$ cat src/rtl/regfile_dump_pkg.sv
`default_nettype none
// ============================================================================
// Module   : regfile_dump_pkg
// Brief    : Shared types and helpers for the register-file dump engine:
//            sequencer state encoding, channel/index width helpers and the
//            rotate-left used by the optional checksum beat
//            (REGFILE_DUMP_CHECKSUM_EN).
// Revision : 1.0 - initial release
// ============================================================================
package regfile_dump_pkg;

  // Sequencer states: run phase, read-address phase, beat-offer phase.
  typedef enum logic [2:0] {
    S_IDLE = 3'd0,
    S_RUN  = 3'd1,
    S_RD   = 3'd2,
    S_SEND = 3'd3,
    S_DONE = 3'd4
  } dump_state_e;

  // Widest register the rotate helper handles; XLEN must not exceed it.
  localparam int ROL_MAX_W = 64;

  // Channel-select width; a single channel still gets one select bit.
  function automatic int cw_f(input int nchan);
    return (nchan > 1) ? $clog2(nchan) : 1;
  endfunction

  // Register-index width.
  function automatic int iw_f(input int nregs);
    return (nregs > 1) ? $clog2(nregs) : 1;
  endfunction

  // Rotate the low w bits of v left by one; bits above w must be zero on
  // entry and are zero on return. w is a constant at every call site.
  function automatic logic [ROL_MAX_W-1:0] rol1(input logic [ROL_MAX_W-1:0] v,
                                                input int                  w);
    logic [ROL_MAX_W-1:0] mask;
    mask = (w >= ROL_MAX_W) ? '1 : ((ROL_MAX_W'(1) << w) - ROL_MAX_W'(1));
    return ((v << 1) | (v >> (w - 1))) & mask;
  endfunction

endpackage
`default_nettype wire

$ cat src/rtl/regfile_dump_ctrl_if.sv
`default_nettype none
// ============================================================================
// Module   : regfile_dump_ctrl_if
// Brief    : Bus bundle of the dump engine: debug read port towards the
//            register files and the valid/ready beat stream towards the sink.
//            master = dump engine, slave = register files + sink.
// Revision : 1.0 - initial release
// ============================================================================
interface regfile_dump_ctrl_if #(
  parameter int XLEN  = 32,
  parameter int NREGS = 32,
  parameter int NCHAN = 2
);
  import regfile_dump_pkg::*;

  localparam int CW = cw_f(NCHAN);
  localparam int IW = iw_f(NREGS);

  // Debug read port (synchronous read, one cycle latency)
  logic [CW-1:0]   dbg_rchan;
  logic [IW-1:0]   dbg_raddr;
  logic [XLEN-1:0] dbg_rdata;

  // Dump beat stream
  logic            dump_valid;
  logic            dump_ready;
  logic [XLEN-1:0] dump_data;
  logic [CW-1:0]   dump_chan;
  logic [IW-1:0]   dump_idx;
  logic            dump_last;

  modport master (
    output dbg_rchan, dbg_raddr,
    input  dbg_rdata,
    output dump_valid, dump_data, dump_chan, dump_idx, dump_last,
    input  dump_ready
  );

  modport slave (
    input  dbg_rchan, dbg_raddr,
    output dbg_rdata,
    input  dump_valid, dump_data, dump_chan, dump_idx, dump_last,
    output dump_ready
  );

endinterface
`default_nettype wire

$ cat src/rtl/dump_beat_reg.sv
`default_nettype none
// ============================================================================
// Module   : dump_beat_reg
// Brief    : Output holding register for a valid/ready debug stream. A load
//            latches the beat tags and raises valid; the data word is taken
//            from data_i during the first offered cycle (covering a one-cycle
//            read latency upstream) and held from then on until the next
//            load. All fields stay stable while valid && !ready.
// Revision : 1.0 - initial release
// ============================================================================
module dump_beat_reg #(
  parameter int DW = 32,
  parameter int CW = 1,
  parameter int IW = 5
) (
  input  logic          clk,
  input  logic          reset,
  input  logic          load,
  input  logic [CW-1:0] chan_i,
  input  logic [IW-1:0] idx_i,
  input  logic          last_i,
  input  logic [DW-1:0] data_i,
  input  logic          ready_i,
  output logic          valid_o,
  output logic [CW-1:0] chan_o,
  output logic [IW-1:0] idx_o,
  output logic          last_o,
  output logic [DW-1:0] data_o
);

  logic          valid_q, valid_d;
  logic          fresh_q, fresh_d;
  logic [CW-1:0] chan_q,  chan_d;
  logic [IW-1:0] idx_q,   idx_d;
  logic          last_q,  last_d;
  logic [DW-1:0] data_q,  data_d;

  // Next beat state: capture data on the fresh cycle, drop valid on accept,
  // and let a new load override both.
  always_comb begin
    valid_d = valid_q;
    fresh_d = 1'b0;
    chan_d  = chan_q;
    idx_d   = idx_q;
    last_d  = last_q;
    data_d  = data_q;
    if (fresh_q) begin
      data_d = data_i;
    end
    if (valid_q && ready_i) begin
      valid_d = 1'b0;
    end
    if (load) begin
      valid_d = 1'b1;
      fresh_d = 1'b1;
      chan_d  = chan_i;
      idx_d   = idx_i;
      last_d  = last_i;
    end
  end

  // Beat holding flops
  always_ff @(posedge clk) begin
    if (reset) begin
      valid_q <= 1'b0;
      fresh_q <= 1'b0;
      chan_q  <= '0;
      idx_q   <= '0;
      last_q  <= 1'b0;
      data_q  <= '0;
    end else begin
      valid_q <= valid_d;
      fresh_q <= fresh_d;
      chan_q  <= chan_d;
      idx_q   <= idx_d;
      last_q  <= last_d;
      data_q  <= data_d;
    end
  end

  assign valid_o = valid_q;
  assign chan_o  = chan_q;
  assign idx_o   = idx_q;
  assign last_o  = last_q;
  assign data_o  = fresh_q ? data_i : data_q;

endmodule
`default_nettype wire

$ cat src/rtl/regfile_dump_ctrl.sv
`default_nettype none
// ============================================================================
// Module   : regfile_dump_ctrl
// Brief    : End-of-run register-file dump engine. Counts run cycles after
//            start; on halt request or budget expiry it freezes the core and
//            streams every register of every channel (chan-major, idx-minor)
//            over a valid/ready interface, one beat per two cycles.
//            Optional macro REGFILE_DUMP_CHECKSUM_EN appends one checksum
//            beat (acc = rol(acc,1) ^ data) after the last register.
// Revision : 1.0 - initial release
// ============================================================================
module regfile_dump_ctrl
  import regfile_dump_pkg::*;
#(
  parameter int XLEN  = 32,
  parameter int NREGS = 32,
  parameter int NCHAN = 2,
  parameter int CYC_W = 32
) (
  input  logic                clk,
  input  logic                reset,
  input  logic                start,
  input  logic [CYC_W-1:0]    cyc_budget,
  input  logic                halt_req,
  output logic                core_freeze,
  output logic [CYC_W-1:0]    run_cycles,
  output logic                busy,
  output logic                done,
  regfile_dump_ctrl_if.master dump
);

  localparam int CW = cw_f(NCHAN);
  localparam int IW = iw_f(NREGS);
  localparam logic [CW-1:0] C_LAST_CHAN = CW'(NCHAN - 1);
  localparam logic [IW-1:0] C_LAST_IDX  = IW'(NREGS - 1);

  dump_state_e      state_q,       state_d;
  logic [CYC_W-1:0] run_cycles_q,  run_cycles_d;
  logic [CYC_W-1:0] budget_q,      budget_d;
  logic [CW-1:0]    chan_q,        chan_d;
  logic [IW-1:0]    idx_q,         idx_d;
  logic [CW-1:0]    dbg_rchan_q,   dbg_rchan_d;
  logic [IW-1:0]    dbg_raddr_q,   dbg_raddr_d;
  logic             core_freeze_q, core_freeze_d;
  logic             busy_q,        busy_d;
  logic             done_q,        done_d;

  logic             w_run_sat;
  logic             w_budget_hit;
  logic             w_final_reg;
  logic             w_handshake;
  logic             w_beat_load;
  logic [CW-1:0]    w_beat_chan;
  logic [IW-1:0]    w_beat_idx;
  logic             w_beat_last;
  logic [XLEN-1:0]  w_beat_data;
  logic             w_dump_valid;
  logic [CW-1:0]    w_dump_chan;
  logic [IW-1:0]    w_dump_idx;
  logic             w_dump_last;
  logic [XLEN-1:0]  w_dump_data;

`ifdef REGFILE_DUMP_CHECKSUM_EN
  logic [XLEN-1:0]  acc_q, acc_d;
  logic             csum_q, csum_d;
  logic             w_csum_load;
`endif

  assign w_run_sat    = &run_cycles_q;
  // Wider compare so a saturated counter can never alias onto the budget.
  assign w_budget_hit = (budget_q != '0) &&
                        (({1'b0, run_cycles_q} + (CYC_W + 1)'(1)) == {1'b0, budget_q});
  assign w_final_reg  = (chan_q == C_LAST_CHAN) && (idx_q == C_LAST_IDX);
  assign w_handshake  = w_dump_valid && dump.dump_ready;

  // Sequencer next state, counters, checksum and registered status outputs
  always_comb begin
    state_d      = state_q;
    run_cycles_d = run_cycles_q;
    budget_d     = budget_q;
    chan_d       = chan_q;
    idx_d        = idx_q;
    w_beat_load  = 1'b0;
`ifdef REGFILE_DUMP_CHECKSUM_EN
    acc_d        = acc_q;
    csum_d       = csum_q;
    w_csum_load  = 1'b0;
`endif
    unique case (state_q)
      S_IDLE, S_DONE: begin
        if (start) begin
          state_d      = S_RUN;
          budget_d     = cyc_budget;
          run_cycles_d = '0;
        end
      end
      S_RUN: begin
        if (!w_run_sat) begin
          run_cycles_d = run_cycles_q + CYC_W'(1);
        end
        // Halt and budget expiry on the same cycle share this single exit.
        if (halt_req || w_budget_hit) begin
          state_d = S_RD;
          chan_d  = '0;
          idx_d   = '0;
`ifdef REGFILE_DUMP_CHECKSUM_EN
          acc_d   = '0;
          csum_d  = 1'b0;
`endif
        end
      end
      S_RD: begin
        state_d     = S_SEND;
        w_beat_load = 1'b1;
      end
      S_SEND: begin
        if (w_handshake) begin
`ifdef REGFILE_DUMP_CHECKSUM_EN
          if (!csum_q) begin
            acc_d = XLEN'(rol1(ROL_MAX_W'(acc_q), XLEN)) ^ w_dump_data;
          end
`endif
          if (w_dump_last) begin
            state_d = S_DONE;
`ifdef REGFILE_DUMP_CHECKSUM_EN
          end else if (w_final_reg) begin
            // Checksum beat follows directly; acc is already final next cycle.
            w_beat_load = 1'b1;
            w_csum_load = 1'b1;
            csum_d      = 1'b1;
`endif
          end else begin
            state_d = S_RD;
            if (idx_q == C_LAST_IDX) begin
              idx_d  = '0;
              chan_d = chan_q + CW'(1);
            end else begin
              idx_d  = idx_q + IW'(1);
            end
          end
        end
      end
      default: begin
        state_d = S_IDLE;
      end
    endcase

    // Read address changes only on entry to RD and is held everywhere else.
    dbg_rchan_d = dbg_rchan_q;
    dbg_raddr_d = dbg_raddr_q;
    if (state_d == S_RD) begin
      dbg_rchan_d = chan_d;
      dbg_raddr_d = idx_d;
    end
    core_freeze_d = (state_d == S_RD) || (state_d == S_SEND) || (state_d == S_DONE);
    busy_d        = (state_d == S_RUN) || (state_d == S_RD) || (state_d == S_SEND);
    done_d        = (state_d == S_DONE);
  end

  // Sequencer and status flops
  always_ff @(posedge clk) begin
    if (reset) begin
      state_q       <= S_IDLE;
      run_cycles_q  <= '0;
      budget_q      <= '0;
      chan_q        <= '0;
      idx_q         <= '0;
      dbg_rchan_q   <= '0;
      dbg_raddr_q   <= '0;
      core_freeze_q <= 1'b0;
      busy_q        <= 1'b0;
      done_q        <= 1'b0;
`ifdef REGFILE_DUMP_CHECKSUM_EN
      acc_q         <= '0;
      csum_q        <= 1'b0;
`endif
    end else begin
      state_q       <= state_d;
      run_cycles_q  <= run_cycles_d;
      budget_q      <= budget_d;
      chan_q        <= chan_d;
      idx_q         <= idx_d;
      dbg_rchan_q   <= dbg_rchan_d;
      dbg_raddr_q   <= dbg_raddr_d;
      core_freeze_q <= core_freeze_d;
      busy_q        <= busy_d;
      done_q        <= done_d;
`ifdef REGFILE_DUMP_CHECKSUM_EN
      acc_q         <= acc_d;
      csum_q        <= csum_d;
`endif
    end
  end

  // Tags and data source of the beat about to be loaded
  always_comb begin
    w_beat_chan = chan_q;
    w_beat_idx  = idx_q;
    w_beat_last = w_final_reg;
    w_beat_data = dump.dbg_rdata;
`ifdef REGFILE_DUMP_CHECKSUM_EN
    w_beat_last = 1'b0;
    if (w_csum_load) begin
      w_beat_chan = '0;
      w_beat_idx  = '0;
      w_beat_last = 1'b1;
    end
    if (csum_q) begin
      w_beat_data = acc_q;
    end
`endif
  end

  dump_beat_reg #(
    .DW (XLEN),
    .CW (CW),
    .IW (IW)
  ) u_beat (
    .clk     (clk),
    .reset   (reset),
    .load    (w_beat_load),
    .chan_i  (w_beat_chan),
    .idx_i   (w_beat_idx),
    .last_i  (w_beat_last),
    .data_i  (w_beat_data),
    .ready_i (dump.dump_ready),
    .valid_o (w_dump_valid),
    .chan_o  (w_dump_chan),
    .idx_o   (w_dump_idx),
    .last_o  (w_dump_last),
    .data_o  (w_dump_data)
  );

  assign dump.dbg_rchan  = dbg_rchan_q;
  assign dump.dbg_raddr  = dbg_raddr_q;
  assign dump.dump_valid = w_dump_valid;
  assign dump.dump_data  = w_dump_data;
  assign dump.dump_chan  = w_dump_chan;
  assign dump.dump_idx   = w_dump_idx;
  assign dump.dump_last  = w_dump_last;

  assign core_freeze = core_freeze_q;
  assign run_cycles  = run_cycles_q;
  assign busy        = busy_q;
  assign done        = done_q;

endmodule
`default_nettype wire

$ cat src/flat_wrapper.sv
// flat-port wrapper written by rule: the top's interface ports become plain ports
module regfile_dump_ctrl_flat import regfile_dump_pkg::*;
#(
  parameter int XLEN  = 32,
  parameter int NREGS = 32,
  parameter int NCHAN = 2,
  parameter int CYC_W = 32
)
  (clk, reset, start, cyc_budget, halt_req, core_freeze, run_cycles, busy, done, dump_dbg_rchan, dump_dbg_raddr, dump_dbg_rdata, dump_dump_valid, dump_dump_data, dump_dump_chan, dump_dump_idx, dump_dump_last, dump_dump_ready);
  regfile_dump_ctrl_if #(.XLEN(XLEN), .NREGS(NREGS), .NCHAN(NCHAN)) dump_i ();
  input  logic clk;
  input  logic reset;
  input  logic start;
  input  logic [CYC_W-1:0] cyc_budget;
  input  logic halt_req;
  output logic core_freeze;
  output logic [CYC_W-1:0] run_cycles;
  output logic busy;
  output logic done;
  output wire logic [$bits(dump_i.dbg_rchan)-1:0] dump_dbg_rchan;
  output wire logic [$bits(dump_i.dbg_raddr)-1:0] dump_dbg_raddr;
  input wire logic [$bits(dump_i.dbg_rdata)-1:0] dump_dbg_rdata;
  output wire logic [$bits(dump_i.dump_valid)-1:0] dump_dump_valid;
  output wire logic [$bits(dump_i.dump_data)-1:0] dump_dump_data;
  output wire logic [$bits(dump_i.dump_chan)-1:0] dump_dump_chan;
  output wire logic [$bits(dump_i.dump_idx)-1:0] dump_dump_idx;
  output wire logic [$bits(dump_i.dump_last)-1:0] dump_dump_last;
  input wire logic [$bits(dump_i.dump_ready)-1:0] dump_dump_ready;
  assign dump_dbg_rchan = dump_i.dbg_rchan;
  assign dump_dbg_raddr = dump_i.dbg_raddr;
  assign dump_i.dbg_rdata = dump_dbg_rdata;
  assign dump_dump_valid = dump_i.dump_valid;
  assign dump_dump_data = dump_i.dump_data;
  assign dump_dump_chan = dump_i.dump_chan;
  assign dump_dump_idx = dump_i.dump_idx;
  assign dump_dump_last = dump_i.dump_last;
  assign dump_i.dump_ready = dump_dump_ready;
  regfile_dump_ctrl #(.XLEN(XLEN), .NREGS(NREGS), .NCHAN(NCHAN), .CYC_W(CYC_W)) u_core (.clk(clk), .reset(reset), .start(start), .cyc_budget(cyc_budget), .halt_req(halt_req), .core_freeze(core_freeze), .run_cycles(run_cycles), .busy(busy), .done(done), .dump(dump_i));
endmodule
$ cat config.mk
export PLATFORM = sky130hd
export DESIGN_NAME = regfile_dump_ctrl_flat
export DESIGN_NICKNAME = d
export VERILOG_FILES = /design/src/rtl/regfile_dump_pkg.sv /design/src/rtl/regfile_dump_ctrl_if.sv /design/src/rtl/dump_beat_reg.sv /design/src/rtl/regfile_dump_ctrl.sv /design/src/flat_wrapper.sv
export SDC_FILE = /design/constraint.sdc
export NUM_CORES = 1
export LEC_CHECK = 0
export BUFFER_PORTS_ARGS = -buffer_cell sky130_fd_sc_hd__buf_2
export CAP_MARGIN = 10
export CORE_MARGIN = 10
export CORE_UTILIZATION = 40
export CTS_BUF_LIST = sky130_fd_sc_hd__clkbuf_16
export DETAILED_ROUTE_END_ITERATION = 8
export GPL_ROUTABILITY_DRIVEN = 0
export PLACE_DENSITY = 0.61
export SYNTH_ARGS = -nofsm -noshare
export SYNTH_HDL_FRONTEND = slang
export SYNTH_SLANG_ARGS = --single-unit
export TNS_END_PERCENT = 100
$ cat constraint.sdc
create_clock -name clk -period 3.5 [get_ports clk]
set_input_delay 0.7 -clock clk [delete_from_list [all_inputs] [get_ports clk]]
set_output_delay 0.7 -clock clk [all_outputs]
set_load 0.02 [all_outputs]
=== Word level (Yosys, flattened, before mapping) ===
Index checks and enable logic that the tools add are counted.

* Register bits after elaboration: 123
* Output and inout bits: 81
* Input bits: 69

* Eq/ne operators: 12
* Add/sub/neg operators: 4
* Mux-type cells: 23
* Reduce and logical (&&, ||, !) cells: 16

{| class="wikitable"
|+ Operators by type and width
! cell !! count
|-
| 32-bit two-way mux || 3
|-
| 32-bit one-hot mux with 2 select lines || 1
|-
| 32-bit by 1-bit adder with 33-bit output, second input constant || 1
|-
| 33-bit by 32-bit == test with 1-bit output || 1
|-
| 32-bit by 1-bit adder with 32-bit output, second input constant || 1
|-
| 32-bit AND reduction || 1
|-
| 32-bit nonzero test || 1
|-
| 5-bit two-way mux || 4
|-
| 3-bit by 2-bit == test with 1-bit output, second input constant || 4
|-
| 3-bit two-way mux || 4
|-
| 3-bit one-hot mux with 4 select lines || 1
|-
| 5-bit one-hot mux with 2 select lines || 1
|-
| 1-bit two-way mux || 8
|-
| 3-bit by 1-bit == test with 1-bit output, second input constant || 2
|-
| 3-bit == test, second input constant || 2
|-
| 5-bit by 1-bit adder with 5-bit output, second input constant || 1
|-
| 5-bit == test, second input constant || 1
|-
| 1-bit logical OR || 5
|-
| 2-bit inequality test, second input constant || 2
|-
| 2-bit nonzero test || 2
|-
| 1-bit logical AND || 3
|-
| 3-bit logical NOT || 1
|-
| 3-bit AND reduction || 1
|-
| 1-bit one-hot mux with 2 select lines || 1
|-
| other kinds (3) || 3
|}

=== Depth between registers and ports, before layout ===
* Depth after elaboration: 9
* Mapped depth: 11
* Mapped depth without buffers: 10

=== By module ===
Synthesis repeated with hierarchy kept, for this count alone.

* Cells, all modules: 768
* Area, all modules: 6,475.0 um^2

{| class="wikitable"
|+ By module, submodules not included
! module !! cells an instance !! times used !! sequential area each (um^2) !! area each (um^2)
|-
| regfile_dump_ctrl || 636 || 1 || 1,641.6 || 4,800.9
|-
| dump_beat_reg || 132 || 1 || 820.8 || 1,674.1
|}

=== Worst setup path before layout ===
OpenSTA, ideal clock, no wires.

* Kind: reg2reg
* From: register u_core.run_cycles_q[0], in the netlist u_core.run_cycles[0]
* To: register u_core.state_q[0]
* Setup time: 128 ps
* Arrival: 2,872 ps
* Period minus slack after synthesis: 2,999 ps
* Slack: 501 ps
* Cell stages (with the launch flop): 11
* Buffers on the path: 0
* Cells stage by stage: dfxtp_1 ha_1 nand3_1 nor4_1 nand3_1 a2111oi_0 o211ai_1 nor2_1 a21oi_1 a221oi_1 nor2_1

* Cells in the longest elaborated chain, start to end: 6

{| class="wikitable"
|+ RTL lines
! what !! line !! RTL
|-
| start, declared || regfile_dump_ctrl.sv:38 || <nowiki>logic [CYC_W-1:0] run_cycles_q, run_cycles_d;</nowiki>
|-
| start signal, assigned || regfile_dump_ctrl.sv:179 || <nowiki>run_cycles_q <= run_cycles_d;</nowiki>
|-
| 32-bit by 1-bit adder with 33-bit output || regfile_dump_ctrl.sv:72 || <nowiki>(({1'b0, run_cycles_q} + (CYC_W + 1)'(1)) == {1'b0, budget_q});</nowiki>
|-
| 33-bit by 32-bit == test with 1-bit output || regfile_dump_ctrl.sv:72 ||
|-
| 1-bit logical AND || regfile_dump_ctrl.sv:71 || <nowiki>assign w_budget_hit = (budget_q != '0) &&</nowiki>
|-
| 1-bit logical OR || regfile_dump_ctrl.sv:102 || <nowiki>if (halt_req || w_budget_hit) begin</nowiki>
|-
| 3-bit two-way mux || regfile_dump_ctrl.sv:102 ||
|-
| 3-bit one-hot mux with 4 select lines || regfile_dump_ctrl.sv:89 || <nowiki>unique case (state_q)</nowiki>
|-
| end signal, assigned || regfile_dump_ctrl.sv:178 || <nowiki>state_q <= state_d;</nowiki>
|-
| end, declared || regfile_dump_ctrl.sv:37 || <nowiki>dump_state_e state_q, state_d;</nowiki>
|}

No other way between the ends.
A chain may end at the register's enable or synchronous reset.

=== Final worst setup path ===
Ends and elaborated chain as after synthesis.

==> reports/results.txt <==
Final setup fails - 0
Worst setup EP type - flip-flop
Fillers - 1477
GRT Util Overall - 17.6%
Final Hold Fails - 0
DR iter-0 viols - 384
Largest net degree at the start of global routing - 58
Hold buffers post-CTS - 0
Core area - 15100 um2
Synth Instances - 748
Share of cells above drive strength 1 - 26.6%
Nets - 960
DRT Pass-1 Iters - 5
F_max - 314 MHz
Combinational power share - 10.7%
Antenna cells - 0
Power share of the clock group - 47.4%
Max-slew violation count - 0
Worst skew pair latency - 0.43 ns
Post-Layout Cell Count - 1088
Dpl hpwl - 13.6 mm
Clock slew at reported path FFs - 0.06 ns
Die ar. - 20700 um2
Synth Flop Type - dfxtp_1
Power per cell area - 465 nW/um2
Final WL - 18.1 mm
Clock tree buffer depth - 2
Fin crit share - 90.9%
Post-CTS sizing - 0
Switch Pwr - 0.00101 W
Post-synth cell types - 57
Overflow after GRT - 0
Static leakage - 3.20 nW
Worst path bufs/invs - 0
Max_slew headroom - 51.3%
Post-synthesis net count - 821
Vias in the first global route - 5482
Final ANT Viol Nets - 0
Setup Buffers After CTS - 0
Cell family with the largest share of critical-path delay - simple AND/OR/NAND/NOR gates
First-pass GRT wire length - 29.0 mm
Worst hold path type - flip-flop to flip-flop
Max cap viols - 0
CP Launch Type - flip-flop
Sw frac - 28.4%
Worst Tran Pin Value - 0.731 ns
CTS Buf Count - 17
Worst reg2reg setup slack - 0.32 ns
Slowest stage delay, CP - 0.46 ns
Chip height - 144 um
Slowest cell on the critical path - nor4_1
Crit path time final - 3.18 ns
Row cnt - 45
Worst vdd ir - 0.342 mV
Starting density of the core - 40.6%
Internal Power - 0.00254 W
Avg Cell Area, Syn - 8.22 um2
Setup TNS - 0 ns
Worst hold margin - 0.459 ns
Final Core Density - 50.5%
H-tree levels - 4
Clock root buffer - clkbuf_16
Vias per cell - 5.29
CTS tree - done
Clock Skew - 0.0170 ns
Sequential area share after synthesis - 40.0%
RSZ-0062 raised after global routing - no
Die Span X - 144 um
Area Overhead vs Synth - 24.3%
DR WL/cell - 16.7 um
EDFF count, synth - 0
CP arrival - 3.47 ns
Crit path cell chain - ha_1 > nand3_1 > nor4_1 > nand3_1 > a2111oi_0 > o211ai_1 > nor2_1 > a21oi_1 > a221oi_1 > nor2_1
Post-Syn Area - 6150 um2
Placed cells - 1056
IO Pins - 150
Sinks on Clock Net - 123
Via count - 5755
Port bufs - 149
Synth Register Bits - 123
Outcome - finished, final reports clean
DRC - 0
Area taken by multi-input logic gates - 3460 um2
Critical Path RT - 3.79 ns
Crit path max fanout - 13
Crit Path Category - flip-flop to flip-flop
Asr flop ratio synth - 0%
Seq. cell area - 2460 um2
Antenna violations before repair - 0
Sequential power share - 41.9%
Warnings from Yosys - 0
## path summary, 6_finish.rpt
kind / start / end / cells past startpoint
hold reg to reg: u_core.dump.dbg_raddr[1] / u_core.dump.dbg_raddr[1] / 2
setup / recovery: u_core.run_cycles[0] / u_core.state_q[0] / 10
setup reg to reg: u_core.run_cycles[0] / u_core.state_q[0] / 10
hold / removal: u_core.dump.dbg_raddr[1] / u_core.dump.dbg_raddr[1] / 2
## state kept, by name, indices dropped and copies added (netlist names)
register / count
u_core.budget_q: 32
u_core.state_q: 3
u_core.u_beat.last_o: 1
u_core.dump.dbg_raddr: 5
u_core.busy: 1
u_core.u_beat.fresh_q: 1
u_core.done: 1
u_core.u_beat.chan_o: 1
u_core.idx_q: 5
u_core.core_freeze: 1
u_core.run_cycles: 32
u_core.u_beat.idx_o: 5
u_core.chan_q: 1
u_core.u_beat.data_q: 32
u_core.dump.dbg_rchan: 1
u_core.u_beat.valid_o: 1
## tightest hold or removal path, cell delays in order (launching register included)
cell     delay [ns]
dfxtp_1        0.31
o21ai_0        0.06
nand2_1        0.04
## per-layer routing
| metal | GRT usage [%] | part of all wire, % |
|---|---|---|
| met5 | 0 | 0 |
| met4 | 6.29 | 1.5 |
| met3 | 5.64 | 7.0 |
| met2 | 26.6 | 46 |
| met1 | 23.1 | 46 |
## Yosys cell counts (2+ instances only)
cell	instances	area share, %
a211o_1	2	0.28
a211oi_1	2	0.24
a21o_1	4	0.49
a21oi_1	51	4.1
a31oi_1	4	0.41
and2_1	4	0.41
and3_1	7	0.71
and4_1	3	0.43
buf_1	6	0.37
buf_2	6	0.49
clkbuf_1	34	2.1
dfxtp_1	123	40
ha_1	4	0.81
inv_1	12	0.73
mux2_2	32	5.9
mux2i_1	9	1.5
nand2_1	119	7.3
nand2b_1	6	0.61
nand3_1	20	1.6
nand3b_1	3	0.37
nand4_1	18	1.8
nor2_1	57	3.5
nor2b_1	37	3.8
nor3_1	21	1.7
nor4_1	20	2.0
nor4_2	2	0.41
o2111ai_1	3	0.43
o211ai_1	2	0.24
o21a_1	3	0.37
o21ai_0	28	2.3
o21ai_1	2	0.16
o31a_1	3	0.43
o31ai_1	4	0.49
or3_1	13	1.3
or4_1	3	0.37
xnor2_1	40	5.7
xor2_1	21	3.0
## layout make-up
class | instances | area share (%)
Sequential cell | 123 | 32.2
Inverter | 12 | 0.589
Clock buffer | 17 | 5.56
Timing Repair Buffer | 166 | 11.4
Multi-Input combinational cell | 567 | 45.3
Clock inverter | 15 | 1.85
Tap cell | 188 | 3.08
## logic make-up after synthesis
| group | Yosys count | share of synthesized area, % |
|---|---|---|
| AO/OA/AOI/OAI | 120 | 11.8 |
| XOR/XNOR | 61 | 8.68 |
| adder cells (fa/ha/maj) | 4 | 0.814 |
| buffers and inverters | 58 | 3.66 |
| flip-flops | 123 | 40.0 |
| multiplexers | 41 | 7.32 |
| AND/OR/NAND/NOR | 341 | 27.7 |
## cells in the final DEF, fill, tap and decap left out, types with 3 or more instances in the layout
cell | Yosys | layout
buf_2 | 6 | 149
dfxtp_1 | 123 | 123
nand2_1 | 119 | 119
nor2_1 | 57 | 57
a21oi_1 | 51 | 51
xnor2_1 | 40 | 40
nor2b_1 | 37 | 37
mux2_2 | 32 | 32
o21ai_0 | 28 | 28
xor2_1 | 21 | 21
nor3_1 | 21 | 21
nor4_1 | 20 | 20
nand3_1 | 20 | 20
nand4_1 | 18 | 18
clkbuf_16 | 0 | 17
buf_4 | 0 | 17
or3_1 | 13 | 13
inv_1 | 12 | 12
mux2i_1 | 9 | 9
and3_1 | 7 | 7
inv_6 | 0 | 7
nand2b_1 | 6 | 6
inv_8 | 0 | 5
a31oi_1 | 4 | 4
a21o_1 | 4 | 4
o31ai_1 | 4 | 4
and2_1 | 4 | 4
ha_1 | 4 | 4
o2111ai_1 | 3 | 3
o31a_1 | 3 | 3
nand3b_1 | 3 | 3
o21a_1 | 3 | 3
and4_1 | 3 | 3
or4_1 | 3 | 3
## metrics by stage
step	total power, W	area, um2	setup slack [ns]
floorplan	0.00177	6150	0.501
global placement	0.00190	7080	0.400
detailed placement	0.00190	7080	0.346
CTS	0.00360	7650	0.327
global route	0.00372	7650	0.0183
finish	0.00355	7650	0.319
## power groups by stage
stage	logic [W]	registers, W	clock network (W)
floorplan	0.000259	0.00151	0
global placement	0.000382	0.00152	0
detailed placement	0.000383	0.00152	0
CTS	0.000385	0.00149	0.00172
global route	0.000425	0.00150	0.00180
finish	0.000380	0.00149	0.00168
Note: power is estimated with default switching activity, not from simulation.
